**src/rtl/conv_pkg.sv**
```systemverilog
// Shared types, default parameters and width helpers for the 1-D convolution MAC engine.
package conv_pkg;

  typedef enum logic [2:0] {
    IDLE,
    FILL,
    MAC,
    OUT,
    SHIFT,
    DONE
  } convState;

  localparam int DEF_DATA_W   = 8;
  localparam int DEF_COEF_W   = 8;
  localparam int DEF_TAPS     = 16;
  localparam int DEF_NUM_FILT = 4;
  localparam int DEF_LEN_W    = 10;

  // Product width plus enough guard bits to sum TAPS full-scale products.
  function automatic int accWidth(input int dataW, input int coefW, input int taps);
    return dataW + coefW + $clog2(taps);
  endfunction

  // Index width that never collapses to zero bits for a single-entry dimension.
  function automatic int idxWidth(input int n);
    return (n > 1) ? $clog2(n) : 1;
  endfunction

endpackage

```
**src/rtl/conv_coef_bank.sv**
```systemverilog
// NUM_FILT x TAPS coefficient register file: one synchronous write port, one
// combinational read port addressed by (filter, tap).
module conv_coef_bank
  import conv_pkg::*;
#(
  parameter int COEF_W   = DEF_COEF_W,
  parameter int TAPS     = DEF_TAPS,
  parameter int NUM_FILT = DEF_NUM_FILT,
  parameter int TAP_W    = idxWidth(TAPS),
  parameter int FILT_W   = idxWidth(NUM_FILT)
) (
  input  logic                     clk,
  input  logic                     reset,
  input  logic                     we,
  input  logic [FILT_W-1:0]        wrFilt,
  input  logic [TAP_W-1:0]         wrTap,
  input  logic [COEF_W-1:0]        wrData,
  input  logic [FILT_W-1:0]        rdFilt,
  input  logic [TAP_W-1:0]         rdTap,
  output logic signed [COEF_W-1:0] rdData
);

  logic signed [COEF_W-1:0] mem [NUM_FILT][TAPS];

  // NOTE: this array is flop-based and must come up cleared, so it is reset
  // explicitly; a RAM macro could not be reset this way.
  always_ff @(posedge clk or negedge reset) begin
    if (!reset) begin
      for (int f = 0; f < NUM_FILT; f++) begin
        for (int t = 0; t < TAPS; t++) begin
          mem[f][t] <= '0;
        end
      end
    end else if (we) begin
      mem[wrFilt][wrTap] <= $signed(wrData);
    end
  end

  assign rdData = mem[rdFilt][rdTap];

endmodule

```
**src/rtl/conv1d_mac_engine.sv**
```systemverilog
// Streaming 1-D convolution: TAPS-deep sliding window, NUM_FILT coefficient sets,
// configurable stride and optional ReLU, one multiply-accumulate per cycle.
module conv1d_mac_engine
  import conv_pkg::*;
#(
  parameter int DATA_W   = DEF_DATA_W,
  parameter int COEF_W   = DEF_COEF_W,
  parameter int TAPS     = DEF_TAPS,
  parameter int NUM_FILT = DEF_NUM_FILT,
  parameter int LEN_W    = DEF_LEN_W,
  parameter int ACC_W    = accWidth(DATA_W, COEF_W, TAPS),
  parameter int TAP_W    = idxWidth(TAPS),
  parameter int FILT_W   = idxWidth(NUM_FILT)
) (
  input  logic              clk,
  input  logic              reset,
  input  logic              start,
  input  logic [LEN_W-1:0]  cfg_len,
  input  logic [2:0]        cfg_stride,
  input  logic              cfg_relu,
  input  logic              coef_we,
  input  logic [FILT_W-1:0] coef_filt,
  input  logic [TAP_W-1:0]  coef_tap,
  input  logic [COEF_W-1:0] coef_data,
  input  logic              in_valid,
  output logic              in_ready,
  input  logic [DATA_W-1:0] in_data,
  output logic              out_valid,
  input  logic              out_ready,
  output logic [ACC_W-1:0]  out_data,
  output logic [FILT_W-1:0] out_filt,
  output logic              ready,
  output logic              done,
  output logic              err_len
);

  localparam int PROD_W = DATA_W + COEF_W;

  convState                 state;
  logic signed [DATA_W-1:0] win [TAPS];
  logic signed [COEF_W-1:0] coefRd;
  logic signed [PROD_W-1:0] prod;
  logic signed [ACC_W-1:0]  acc;
  logic signed [ACC_W-1:0]  accBase;
  logic signed [ACC_W-1:0]  accSum;

  logic [TAP_W-1:0]  tapIdx;
  logic [FILT_W-1:0] filtIdx;
  logic [LEN_W-1:0]  remCnt;
  logic [LEN_W-1:0]  sampleCnt;
  logic [LEN_W-1:0]  strideLen;
  logic [2:0]        strideReg;
  logic              reluReg;

  logic              readyReg;
  logic              inReadyReg;
  logic              outValidReg;
  logic              doneReg;
  logic              errLenReg;
  logic [ACC_W-1:0]  outDataReg;
  logic [FILT_W-1:0] outFiltReg;

  logic sampleAccept;
  logic coefWe;
  logic lastTap;
  logic lastFilt;
  logic lenShort;

  assign sampleAccept = in_valid && inReadyReg;
  assign coefWe       = coef_we && (state == IDLE);
  assign lastTap      = (tapIdx == TAP_W'(TAPS - 1));
  assign lastFilt     = (filtIdx == FILT_W'(NUM_FILT - 1));
  assign lenShort     = (cfg_len < LEN_W'(TAPS));
  assign strideLen    = LEN_W'(strideReg);

  conv_coef_bank #(
    .COEF_W  (COEF_W),
    .TAPS    (TAPS),
    .NUM_FILT(NUM_FILT),
    .TAP_W   (TAP_W),
    .FILT_W  (FILT_W)
  ) u_coef_bank (
    .clk   (clk),
    .reset (reset),
    .we    (coefWe),
    .wrFilt(coef_filt),
    .wrTap (coef_tap),
    .wrData(coef_data),
    .rdFilt(filtIdx),
    .rdTap (tapIdx),
    .rdData(coefRd)
  );

  // NOTE: every always_comb output is assigned on every path, so no latch can
  // be inferred here.
  always_comb begin
    prod    = PROD_W'(win[tapIdx]) * PROD_W'(coefRd);
    accBase = (tapIdx == '0) ? '0 : acc;
    accSum  = accBase + ACC_W'(prod);
  end

  // win[0] holds the oldest sample; new samples enter at the top.
  always_ff @(posedge clk or negedge reset) begin
    if (!reset) begin
      for (int i = 0; i < TAPS; i++) begin
        win[i] <= '0;
      end
    end else if (sampleAccept) begin
      for (int i = 0; i < TAPS - 1; i++) begin
        win[i] <= win[i + 1];
      end
      win[TAPS - 1] <= $signed(in_data);
    end
  end

  // NOTE: sequential state uses non-blocking assignments only, so every flop
  // samples the pre-edge values regardless of statement order.
  always_ff @(posedge clk or negedge reset) begin
    if (!reset) begin
      state       <= IDLE;
      readyReg    <= 1'b1;
      inReadyReg  <= 1'b0;
      outValidReg <= 1'b0;
      doneReg     <= 1'b0;
      errLenReg   <= 1'b0;
      outDataReg  <= '0;
      outFiltReg  <= '0;
      acc         <= '0;
      tapIdx      <= '0;
      filtIdx     <= '0;
      remCnt      <= '0;
      sampleCnt   <= '0;
      strideReg   <= 3'd1;
      reluReg     <= 1'b0;
    end else begin
      doneReg <= 1'b0;
      case (state)
        IDLE: begin
          if (start) begin
            readyReg  <= 1'b0;
            errLenReg <= lenShort;
            strideReg <= (cfg_stride == 3'd0) ? 3'd1 : cfg_stride;
            reluReg   <= cfg_relu;
            remCnt    <= cfg_len;
            sampleCnt <= LEN_W'(TAPS);
            if (lenShort) begin
              state   <= DONE;
              doneReg <= 1'b1;
            end else begin
              state      <= FILL;
              inReadyReg <= 1'b1;
            end
          end
        end

        FILL, SHIFT: begin
          if (sampleAccept) begin
            remCnt    <= remCnt - LEN_W'(1);
            sampleCnt <= sampleCnt - LEN_W'(1);
            if (sampleCnt == LEN_W'(1)) begin
              state      <= MAC;
              inReadyReg <= 1'b0;
              tapIdx     <= '0;
              filtIdx    <= '0;
            end
          end
        end

        MAC: begin
          acc <= accSum;
          if (lastTap) begin
            state       <= OUT;
            outValidReg <= 1'b1;
            outDataReg  <= (reluReg && accSum[ACC_W-1]) ? '0 : accSum;
            outFiltReg  <= filtIdx;
          end else begin
            tapIdx <= tapIdx + TAP_W'(1);
          end
        end

        OUT: begin
          if (out_ready) begin
            outValidReg <= 1'b0;
            tapIdx      <= '0;
            if (!lastFilt) begin
              filtIdx <= filtIdx + FILT_W'(1);
              state   <= MAC;
            end else if (remCnt >= strideLen) begin
              state      <= SHIFT;
              inReadyReg <= 1'b1;
              sampleCnt  <= strideLen;
            end else begin
              state   <= DONE;
              doneReg <= 1'b1;
            end
          end
        end

        DONE: begin
          state    <= IDLE;
          readyReg <= 1'b1;
        end

        default: begin
          state       <= IDLE;
          readyReg    <= 1'b1;
          inReadyReg  <= 1'b0;
          outValidReg <= 1'b0;
        end
      endcase
    end
  end

  assign ready     = readyReg;
  assign in_ready  = inReadyReg;
  assign out_valid = outValidReg;
  assign out_data  = outDataReg;
  assign out_filt  = outFiltReg;
  assign done      = doneReg;
  assign err_len   = errLenReg;

endmodule
```
**config.mk**
```make
export PLATFORM = sky130hd
export DESIGN_NAME = conv1d_mac_engine
export DESIGN_NICKNAME = d
export VERILOG_FILES = /design/src/rtl/conv_pkg.sv /design/src/rtl/conv_coef_bank.sv /design/src/rtl/conv1d_mac_engine.sv
export SDC_FILE = /design/constraint.sdc
export NUM_CORES = 1
export LEC_CHECK = 0
export CAP_MARGIN = 20
export CELL_PAD_IN_SITES_DETAIL_PLACEMENT = 1
export CELL_PAD_IN_SITES_GLOBAL_PLACEMENT = 1
export CORE_ASPECT_RATIO = 1.75
export CORE_MARGIN = 2
export CORE_UTILIZATION = 45
export DETAILED_ROUTE_END_ITERATION = 7
export PLACE_DENSITY_LB_ADDON = 0.1
export SYNTH_ARGS = -nofsm -noshare
export SYNTH_HDL_FRONTEND = slang
export SYNTH_SLANG_ARGS = --single-unit
```
**constraint.sdc**
```tcl
create_clock -name clk -period 15.6 [get_ports clk]
set_clock_uncertainty 0.05 [all_clocks]
set_input_delay 2.34 -clock clk [delete_from_list [all_inputs] [get_ports clk]]
set_output_delay 2.34 -clock clk [all_outputs]
set_load 0.005 [all_outputs]
```
==> metrics.cfg <==
[run_status]
status=complete, no violations

[final_layout]
multi_input_area_um2=17400
antenna-diode-count=0
fill_cells=7844
nNetsFinal=2749
drive_gt1_share_pct=39.0
fin_area_um2=40600
syn_to_final_growth_pct=11.4
utilization_pct=50.4
ff_latch_area_um2=18000

[worst_setup_path]
worstPathMaxFanout=91
path_class=reg2reg
arrival_ns=9.32
r2r_cells=21
endpoint_kind=flip-flop
worstPathRequired_ns=16.06
cp-start-kind=flip-flop

[floorplanning]
io_pins=69
fp.coreArea_um2=80500
die_area_um2=83300
start_util_pct=45.3
die_w_um=219
die_h_um=380
num_rows=138

[logic_synthesis]
synth_commonest_cells=718 x dfrtp_1, 651 x mux2_2, 197 x mux4_2
ys_ff_latch=720
syn_inst=2548
muxShareOfSynthArea_pct=32.6
async_flop_share_pct=100
synthXorXnorAreaFrac_pct=0.529
syn_area_per_cell_um2=14.3
yosysUniqueCellTypes=62
yosysTopAreaCell=dfrtp_1
seq_area_frac_synth_pct=49.5
ys_warn_count=0
synth_compound_area_share_pct=3.04
netlist.area_leader.share_pct=49.3
synth_top_family_by_area=multiplexers
synth.area.top_cells=dfrtp_1 49%, mux2_2 20%, mux4_2 12%, fa_1 4.8%, ha_1 1.9%
synth_edf_count=0
syn-num-nets=2733
ys.flop_type=dfrtp_1
synth_simple_gate_area_share_pct=4.69
synthAdderAreaFrac_pct=6.73
synth.most_common_cell=dfrtp_1
syn_area_um2=36400

[drt]
drt_iter0_markers=984
post_drt_wl_per_cell_um=26.4
drc=0
vias_per_cell=5.78
wirelength_um=97000
num_vias=21223
postRouteAntennaNets=0
dr.pass1.iters=4

[clock_network]
insertion_delay_ns=0.66
clock_sinks=720
clk_path_buf_depth=3
cts_inserted_buffers=71
clockRootBuffer=clkbuf_16
ctsHoldBuffers=0
ctsHtreeMaxLevel=3
clk_pin_slew_ns=0.06
cts_tree=done
postCtsSetupRepairBufs=0
ctsResizeCount=0

[grt]
track_usage_pct=24.3
grt_max_degree=92
grt_pass1_wl_um=152000
grt_overflow=0
grt_pass1_vias=24744
antenna_found_initial=1

[placed_design]
hpwl_um=67500
gp_congestion=0.817
io_buffers=68
postPlaceCellArea_um2=38000

[power]
powerDensity_nw_per_um2=171
vdd_drop_max_v=0.000211
power.leakage_uw=0.0191

[sta]
hold_viol_final=0
tightest_slew_ns=1.13
setup_viol=0
period_share_pct=56.8
timing.final.crit_period_ns=8.86
slew_headroom_pct=24.7
grt_setup_unrepaired=false
drv_slew=0
max_freq_mhz=113
fin_tns_setup_ns=0

[job]
maxCapViolations=0

[worst_hold_path]
hold_depth=2
hp-class=reg2reg

## final timing paths
check	slack, ns	startpoint	endpoint
max in group asynchronous	11.47	reset	u_coef_bank.mem[315]$_DFFE_PN0P_
hold reg to reg	0.43	out_data[3]$_DFFE_PN0P_	out_data[3]$_DFFE_PN0P_
setup reg to reg	6.74	filtIdx[0]$_DFFE_PN0P_	out_data[4]$_DFFE_PN0P_
min in group asynchronous	1.64	reset	remCnt[4]$_DFFE_PN0P_
setup / recovery	6.74	filtIdx[0]$_DFFE_PN0P_	out_data[4]$_DFFE_PN0P_
hold / removal	0.43	out_data[3]$_DFFE_PN0P_	out_data[3]$_DFFE_PN0P_
## cell usage in the layout (no fill, tap or decap), types with 32 or more instances in the layout
master and n:
o21ai_0 68, a21oi_1 35, clkdlybuf4s50_1 59, mux4_2 197, fa_1 88, nor2b_1 32, mux2_2 651, nor2_1 94
inv_1 93, clkbuf_16 73, dfrtp_1 713, ha_1 55, nand2_1 129
## report_power, final
part | internal, uW | switching, uW
Clock | 1050 | 778
Combinational | 1170 | 1480
Sequential | 2190 | 259
Total | 4410 | 2520
## logic make-up (layout without fill, tap and decap cells)
| family | after synthesis | after routing |
|---|---|---|
| multiplexers | 860 | 860 |
| flip-flops | 720 | 720 |
| AND/OR/NAND/NOR | 367 | 367 |
| buffers and inverters | 257 | 328 |
| AO/OA/AOI/OAI | 179 | 179 |
| adder cells (fa/ha/maj) | 143 | 143 |
| XOR/XNOR | 22 | 22 |
## layout make-up
| class | instances | share of cell area (%) |
|---|---|---|
| Clock inverter | 25 | 0.929 |
| Sequential cell | 720 | 44.5 |
| Inverter | 96 | 0.889 |
| Timing Repair Buffer | 104 | 2.57 |
| Clock buffer | 103 | 5.10 |
| Tap cell | 1050 | 3.24 |
| Multi-Input combinational cell | 1571 | 42.8 |
## per-layer routing
metal  part of all wire [%]  vias to the layer above  GRT usage (%)
li1                       -                     9222              -
met1                     37                    11555           26.7
met2                     57                      292           46.6
met3                    2.3                      152           2.51
met4                    4.2                        2           10.6
met5                  0.013                        -              0
## through the flow
| step | power, uW | std cells | hold slack, ns | worst slack, ns |
|---|---|---|---|---|
| final | 6930 | 3669 | 0.428 | 6.74 |
| after global routing | 7360 | 3669 | 0.458 | 6.14 |
| after CTS | 7040 | 3662 | 0.435 | 6.56 |
| after detailed placement | 5180 | 3534 | 0.418 | 6.59 |
| after global placement | 5040 | 3532 | 0.409 | 6.71 |
| after floorplan | 4270 | 2548 | 0.390 | 8.03 |
## critical path: stages (launching register included)
cell and delay [ns]:
dfrtp_4 0.91, buf_12 0.64, mux4_2 0.61, mux4_2 0.49, mux4_2 0.60, and2_1 0.48
inv_1 0.19, fa_1 0.42, inv_1 0.09, fa_1 0.44, fa_1 0.57, fa_1 0.43
fa_1 0.45, ha_1 0.25, nor4_1 0.30, o21ai_1 0.14, a2111oi_0 0.43, nor3_1 0.17
o21ai_1 0.27, mux2i_1 0.23, buf_4 0.25, o21ai_0 0.13
## state kept, by name (all words and copies together), names as in the netlist, 2 cells and up
signal           count
sampleCnt           10
u_coef_bank.mem    512
filtIdx              2
strideReg            3
state                3
out_data            20
out_filt             2
remCnt              10
acc                 20
win                128
tapIdx               4
(Power assumes the default switching activity.)
